[config.mk]
export PLATFORM = sky130hd
export DESIGN_NAME = rsa_job_sequencer
export DESIGN_NICKNAME = d
export VERILOG_FILES = /design/src/rtl/rsa_job_sequencer.sv
export SDC_FILE = /design/constraint.sdc
export NUM_CORES = 2
export LEC_CHECK = 0
export CORE_AREA = 2 2 608 610
export DETAILED_ROUTE_END_ITERATION = 8
export DIE_AREA = 0 0 610 612
export HOLD_SLACK_MARGIN = 0.1
export MAX_ROUTING_LAYER = met4
export SYNTH_ARGS = -nofsm -noshare
export SYNTH_HDL_FRONTEND = slang
export SYNTH_SLANG_ARGS = --single-unit
export TNS_END_PERCENT = 50
[constraint.sdc]
create_clock -name clk -period 2.4 [get_ports clk]
set_clock_uncertainty 0.1 [all_clocks]
set_input_delay 0.36 -clock clk [delete_from_list [all_inputs] [get_ports clk]]
set_output_delay 0.36 -clock clk [all_outputs]
set_load 0.05 [all_outputs]
[src/rtl/rsa_job_sequencer.sv]
// rsa_job_sequencer: accepts RSA jobs, runs the inverter then mod_exp phases of
// the `control` core with one-cycle start pulses, and returns the result over a
// valid/ready port. A one-entry p/q cache skips the inverter when the key repeats.
module rsa_job_sequencer #(
    parameter int WIDTH   = 128,
    parameter int TIMEOUT = 65535
) (
    input  logic               clk,
    input  logic               reset,
    input  logic               job_valid,
    output logic               job_ready,
    input  logic [WIDTH-1:0]   job_p,
    input  logic [WIDTH-1:0]   job_q,
    input  logic               job_mode,
    input  logic [2*WIDTH-1:0] job_msg,
    output logic [WIDTH-1:0]   ctl_p,
    output logic [WIDTH-1:0]   ctl_q,
    output logic               ctl_encrypt_decrypt,
    output logic [2*WIDTH-1:0] ctl_msg_in,
    output logic               ctl_reset_inverter,
    output logic               ctl_reset_mod_exp,
    input  logic               ctl_inverter_finish,
    input  logic               ctl_mod_exp_finish,
    input  logic [2*WIDTH-1:0] ctl_msg_out,
    output logic               res_valid,
    input  logic               res_ready,
    output logic [2*WIDTH-1:0] res_msg,
    output logic               res_error,
    output logic               res_key_reused,
    output logic               busy
);

    typedef enum logic [2:0] {
        IDLE,
        INV_PULSE,
        INV_WAIT,
        EXP_PULSE,
        EXP_WAIT,
        DONE
    } state_t;

    // Last wait-cycle index of a phase; reaching it without finish aborts.
    localparam logic [31:0] LAST_WAIT = 32'(TIMEOUT - 1);

    state_t             state, state_nx;
    logic [31:0]        wait_cnt;
    logic               key_valid;
    logic [WIDTH-1:0]   key_p, key_q;
    logic               key_hit;
    logic               inv_done, exp_done, timed_out;

    // Phase events; wait cycle 0 ignores finish so a level left high by the
    // previous job cannot be mistaken for completion.
    always_comb begin
        key_hit   = key_valid && (job_p == key_p) && (job_q == key_q);
        inv_done  = (state == INV_WAIT) && ctl_inverter_finish && (wait_cnt != 32'd0);
        exp_done  = (state == EXP_WAIT) && ctl_mod_exp_finish && (wait_cnt != 32'd0);
        timed_out = (wait_cnt == LAST_WAIT);
    end

    // State register.
    always_ff @(posedge clk) begin
        if (reset) state <= IDLE;
        else       state <= state_nx;
    end

    // Next-state logic and state-decoded outputs.
    always_comb begin
        state_nx           = state;
        job_ready          = 1'b0;
        busy               = 1'b1;
        res_valid          = 1'b0;
        ctl_reset_inverter = 1'b0;
        ctl_reset_mod_exp  = 1'b0;
        unique case (state)
            IDLE: begin
                job_ready = 1'b1;
                busy      = 1'b0;
                if (job_valid) state_nx = key_hit ? EXP_PULSE : INV_PULSE;
            end
            INV_PULSE: begin
                ctl_reset_inverter = !reset;
                state_nx           = INV_WAIT;
            end
            INV_WAIT: begin
                if (inv_done)       state_nx = EXP_PULSE;
                else if (timed_out) state_nx = DONE;
            end
            EXP_PULSE: begin
                ctl_reset_mod_exp = !reset;
                state_nx          = EXP_WAIT;
            end
            EXP_WAIT: begin
                if (exp_done || timed_out) state_nx = DONE;
            end
            DONE: begin
                res_valid = 1'b1;
                if (res_ready) state_nx = IDLE;
            end
            default: state_nx = IDLE;
        endcase
    end

    // Job registers, wait counter, key cache and result registers.
    always_ff @(posedge clk) begin
        if (reset) begin
            ctl_p               <= '0;
            ctl_q               <= '0;
            ctl_encrypt_decrypt <= 1'b0;
            ctl_msg_in          <= '0;
            wait_cnt            <= '0;
            key_valid           <= 1'b0;
            key_p               <= '0;
            key_q               <= '0;
            res_msg             <= '0;
            res_error           <= 1'b0;
            res_key_reused      <= 1'b0;
        end else begin
            unique case (state)
                IDLE: begin
                    if (job_valid) begin
                        ctl_p               <= job_p;
                        ctl_q               <= job_q;
                        ctl_encrypt_decrypt <= job_mode;
                        ctl_msg_in          <= job_msg;
                        res_key_reused      <= key_hit;
                    end
                end
                INV_PULSE, EXP_PULSE: begin
                    wait_cnt <= '0;
                end
                INV_WAIT: begin
                    wait_cnt <= wait_cnt + 32'd1;
                    if (inv_done) begin
                        key_valid <= 1'b1;
                        key_p     <= ctl_p;
                        key_q     <= ctl_q;
                    end else if (timed_out) begin
                        key_valid <= 1'b0;
                        res_msg   <= '0;
                        res_error <= 1'b1;
                    end
                end
                EXP_WAIT: begin
                    wait_cnt <= wait_cnt + 32'd1;
                    if (exp_done) begin
                        res_msg   <= ctl_msg_out;
                        res_error <= 1'b0;
                    end else if (timed_out) begin
                        key_valid <= 1'b0;
                        res_msg   <= '0;
                        res_error <= 1'b1;
                    end
                end
                default: ;
            endcase
        end
    end

endmodule

==> flow_summary.json <==
{
  "path_max_fanout": 2,
  "comb_power_share_pct": 27.9,
  "cap_viol_max_count": 0,
  "crit_path_end_kind": "flip-flop",
  "dr_total_vias": 47795,
  "finalWeightedCongestion": 1.10,
  "cp.required_ns": 3.03,
  "first_pass_grt_wire_length_mm": 472,
  "relSlewSlack_pct": 25.6,
  "finalSetupTns_ns": -22.91,
  "internal_power_mw": 37.8,
  "routed.top_layer": "met4",
  "area_taken_by_multi_input_logic_gates_mm2": 0.0185,
  "synth.ff_latch_count": 1063,
  "clock_tree_from_tritoncts": "done",
  "remaining_drcs": 0,
  "cts.clk_slew.worst_paths_ns": 0.06,
  "core_mm2": 0.367,
  "post-route-worst-setup-slack_ns": -0.668,
  "ctsLongestPathBuffers": 4,
  "layout_commonest_cell": "nand2_1",
  "synth_top_cell_by_area": "dfxtp_1",
  "post_synth_instance_area_mm2": 0.0398,
  "final_hold_viol_count": 0,
  "gr-usage-all-layers_pct": 19.8,
  "met2_wirelength_mm": 186,
  "number_of_nets_with_antenna_violations_after_routing": 0,
  "cts-buffers-inserted": 145,
  "drt-initial-drc-count": 4108,
  "route.detailed.vias_per_inst": 3.80,
  "drt-pass1-iter-count": 6,
  "cts_sinks": 1063,
  "peak_clock_frequency_supported_by_timing_ghz": 0.326,
  "htree_levels": 4,
  "post_synth_inst_count": 4964,
  "wl_met3_mm": 34.2,
  "setup-violations-final": 252,
  "grt_setup_unrepaired": "yes",
  "synth_seq_area_share_pct": 53.5,
  "dieWidth_um": 610,
  "worstSkewPairLatency_ns": 0.89,
  "final_cells": 12575,
  "total_grt_overflow": 0,
  "synth_warnings": 0,
  "cellLeakagePower_nw": 29.6,
  "final.period_utilization_pct": 128,
  "initial_antenna_violation_count": 271,
  "final_max_slew_viol_count": 0,
  "placement_rows": 223,
  "pwr_density_cell_mw_per_mm2": 757,
  "setup.worst_path.class": "reg -> reg",
  "cp.arrival_ns": 3.70,
  "timing.critical_path.slowest_cell_delay_ns": 0.55,
  "fin_crit_ns": 3.07,
  "mean_cell_area_of_the_mapped_netlist_um2": 8.02,
  "drive_above_1_share_pct": 20.0,
  "final_cell_mix": "nand2_1, dfxtp_1, clkdlybuf4s50_1, a21oi_1, buf_4",
  "dieHeight_um": 612,
  "grt_max_degree": 128,
  "cts_root_buf": "clkbuf_16",
  "async_flop_share_pct": 0,
  "seq_power_share_pct": 33.3,
  "timing.critical_path.cells": "nor2b_2 > a2111oi_4 > buf_4 > nand4_1 > or4_4 > nor4_4 > nand4_1 > buf_4 > o41ai_2",
  "start_kind": "flip-flop",
  "worst_pin_slew_ns": 1.11,
  "nNetsFinal": 8239,
  "yosys_most_used_dff": "dfxtp_1",
  "area.sequential_mm2": 0.0213,
  "syn_nets": 5742,
  "vias_in_the_first_global_route": 44942,
  "run_status": "finished, violations left",
  "final.fill_count": 40539,
  "clockPowerShare_pct": 38.8,
  "yosys.cell_types.count": 57,
  "finish.utilization_pct": 21.3,
  "share_of_yosys_cell_area_claimed_by_the_top_area_cell_type_pct": 53.5,
  "port_buffers": 1550,
  "detailedPlacementHpwl_mm": 318,
  "irDropWorstVdd_v": 0.000573,
  "average_wire_length_per_cell_after_detail_routing_um": 30.2,
  "violations": "setup timing",
  "worstHoldPathType": "in -> reg",
  "synth.area.top_cells": "dfxtp_1, nand2_1, a21oi_1",
  "synth-edff-count": 0,
  "wirelength_mm": 379,
  "io_pins": 1551,
  "netSwitchingFraction_pct": 36.2,
  "power.switching_mw": 21.4,
  "critical_path.slowest_cell": "or4_4",
  "start_util_pct": 10.8,
  "wl_met1_mm": 139,
  "area_growth_syn_to_layout_pct": 96.5,
  "die_footprint_mm2": 0.373,
  "place_inst": 11424
}
[power groups by stage]
stage / sequential (mW) / clock, mW / combinational (mW)
3_3_place_gp: 20.1 / 0 / 15.7
2_1_floorplan: 23.8 / 0 / 3.41
5_1_grt: 19.9 / 24.2 / 17.2
4_1_cts: 19.7 / 23.5 / 16.7
6_report: 19.7 / 22.9 / 16.5
3_5_place_dp: 20.1 / 0 / 15.7
[worst paths after layout]
path | from | to | slack, ns | cells after the start
max | key_p[94]$_SDFFE_PP0P_ | state[1]$_SDFFE_PP0P_ | -0.67 | 9
min | job_msg[69] | ctl_msg_in[69]$_SDFFE_PP0P_ | 0.15 | 3
max reg2reg | key_p[94]$_SDFFE_PP0P_ | state[1]$_SDFFE_PP0P_ | -0.67 | 9
min reg2reg | ctl_p[124]$_SDFFE_PP0P_ | key_p[124]$_SDFFE_PP0P_ | 0.33 | 2
[registers in the layout, summed over array words and instances, names as in the netlist]
name and flops:
wait_cnt 32, res_error 1, res_msg 256, ctl_p 128, ctl_msg_in 256, ctl_encrypt_decrypt 1
key_p 128, res_key_reused 1, state 3, ctl_q 128, key_q 128, key_valid 1
[Yosys cell counts, types with 8 or more instances]
cell	n
o22ai_1	34
nor2b_1	39
clkbuf_1	329
nor4_1	44
a21oi_1	803
nor3_1	22
xnor2_1	77
a2111oi_0	9
inv_1	101
nand4_1	37
a22oi_1	266
o2111ai_1	8
nand2_1	1579
dfxtp_1	1063
buf_2	27
nor2_1	288
or3_1	10
a221oi_1	9
nand2b_1	28
nand3_1	21
xor2_1	75
[layer usage]
metal / up-vias / global-route usage (%)
met4: 0 / 8.60
met2: 2264 / 33.6
li1: 21827 / -
met3: 552 / 6.98
met5: - / -
met1: 23152 / 20.8
[critical path, delay by kind of cell (launching register included)]
family / cells / cell delay (ns)
AND/OR/NAND/NOR: 5 / 1.32
flip-flops: 1 / 0.39
buffers and inverters: 2 / 0.50
AO/OA/AOI/OAI: 2 / 0.61
[per-stage QoR]
stage          cell area, um^2  power, mW  worst slack, ns  hold WS (ns)
2_1_floorplan            39900       27.3           -0.154         0.336
4_1_cts                  76400       59.9           -0.629         0.100
5_1_grt                  78100       61.2           -0.640         0.108
3_5_place_dp             63500       35.8            -1.94         0.346
6_report                 78200       59.2           -0.668         0.154
3_3_place_gp             63500       35.7            -1.98         0.341
[timing repair]
action                     4_1_cts  5_1_grt
buffers inserted                40       16
hold endpoints to repair       749        0
pin swaps                       45      212
gates resized for setup        492      273
hold buffers                   656        0
setup endpoints to repair      868      571
cloned                          21       15
[final cells by class]
| type | count | share of cell area (%) |
|---|---|---|
| well taps | 4837 | 7.74 |
| diodes | 175 | 0.560 |
| repair buffers | 2711 | 34.1 |
| clock inverters | 56 | 0.979 |
| clock buffers | 193 | 5.25 |
| flip-flops and latches | 1063 | 27.3 |
| multi-input cells | 3437 | 23.6 |
| inverters | 103 | 0.498 |
[kinds of logic after synthesis]
logic type | Yosys count | share of synthesized area [%]
buffers and inverters | 464 | 4.48
adder cells (fa/ha/maj) | 3 | 0.0943
flip-flops | 1063 | 53.5
AO/OA/AOI/OAI | 1180 | 17.2
multiplexers | 8 | 0.217
AND/OR/NAND/NOR | 2094 | 21.1
XOR/XNOR | 152 | 3.35
Note: power is estimated with default switching activity, not from simulation.
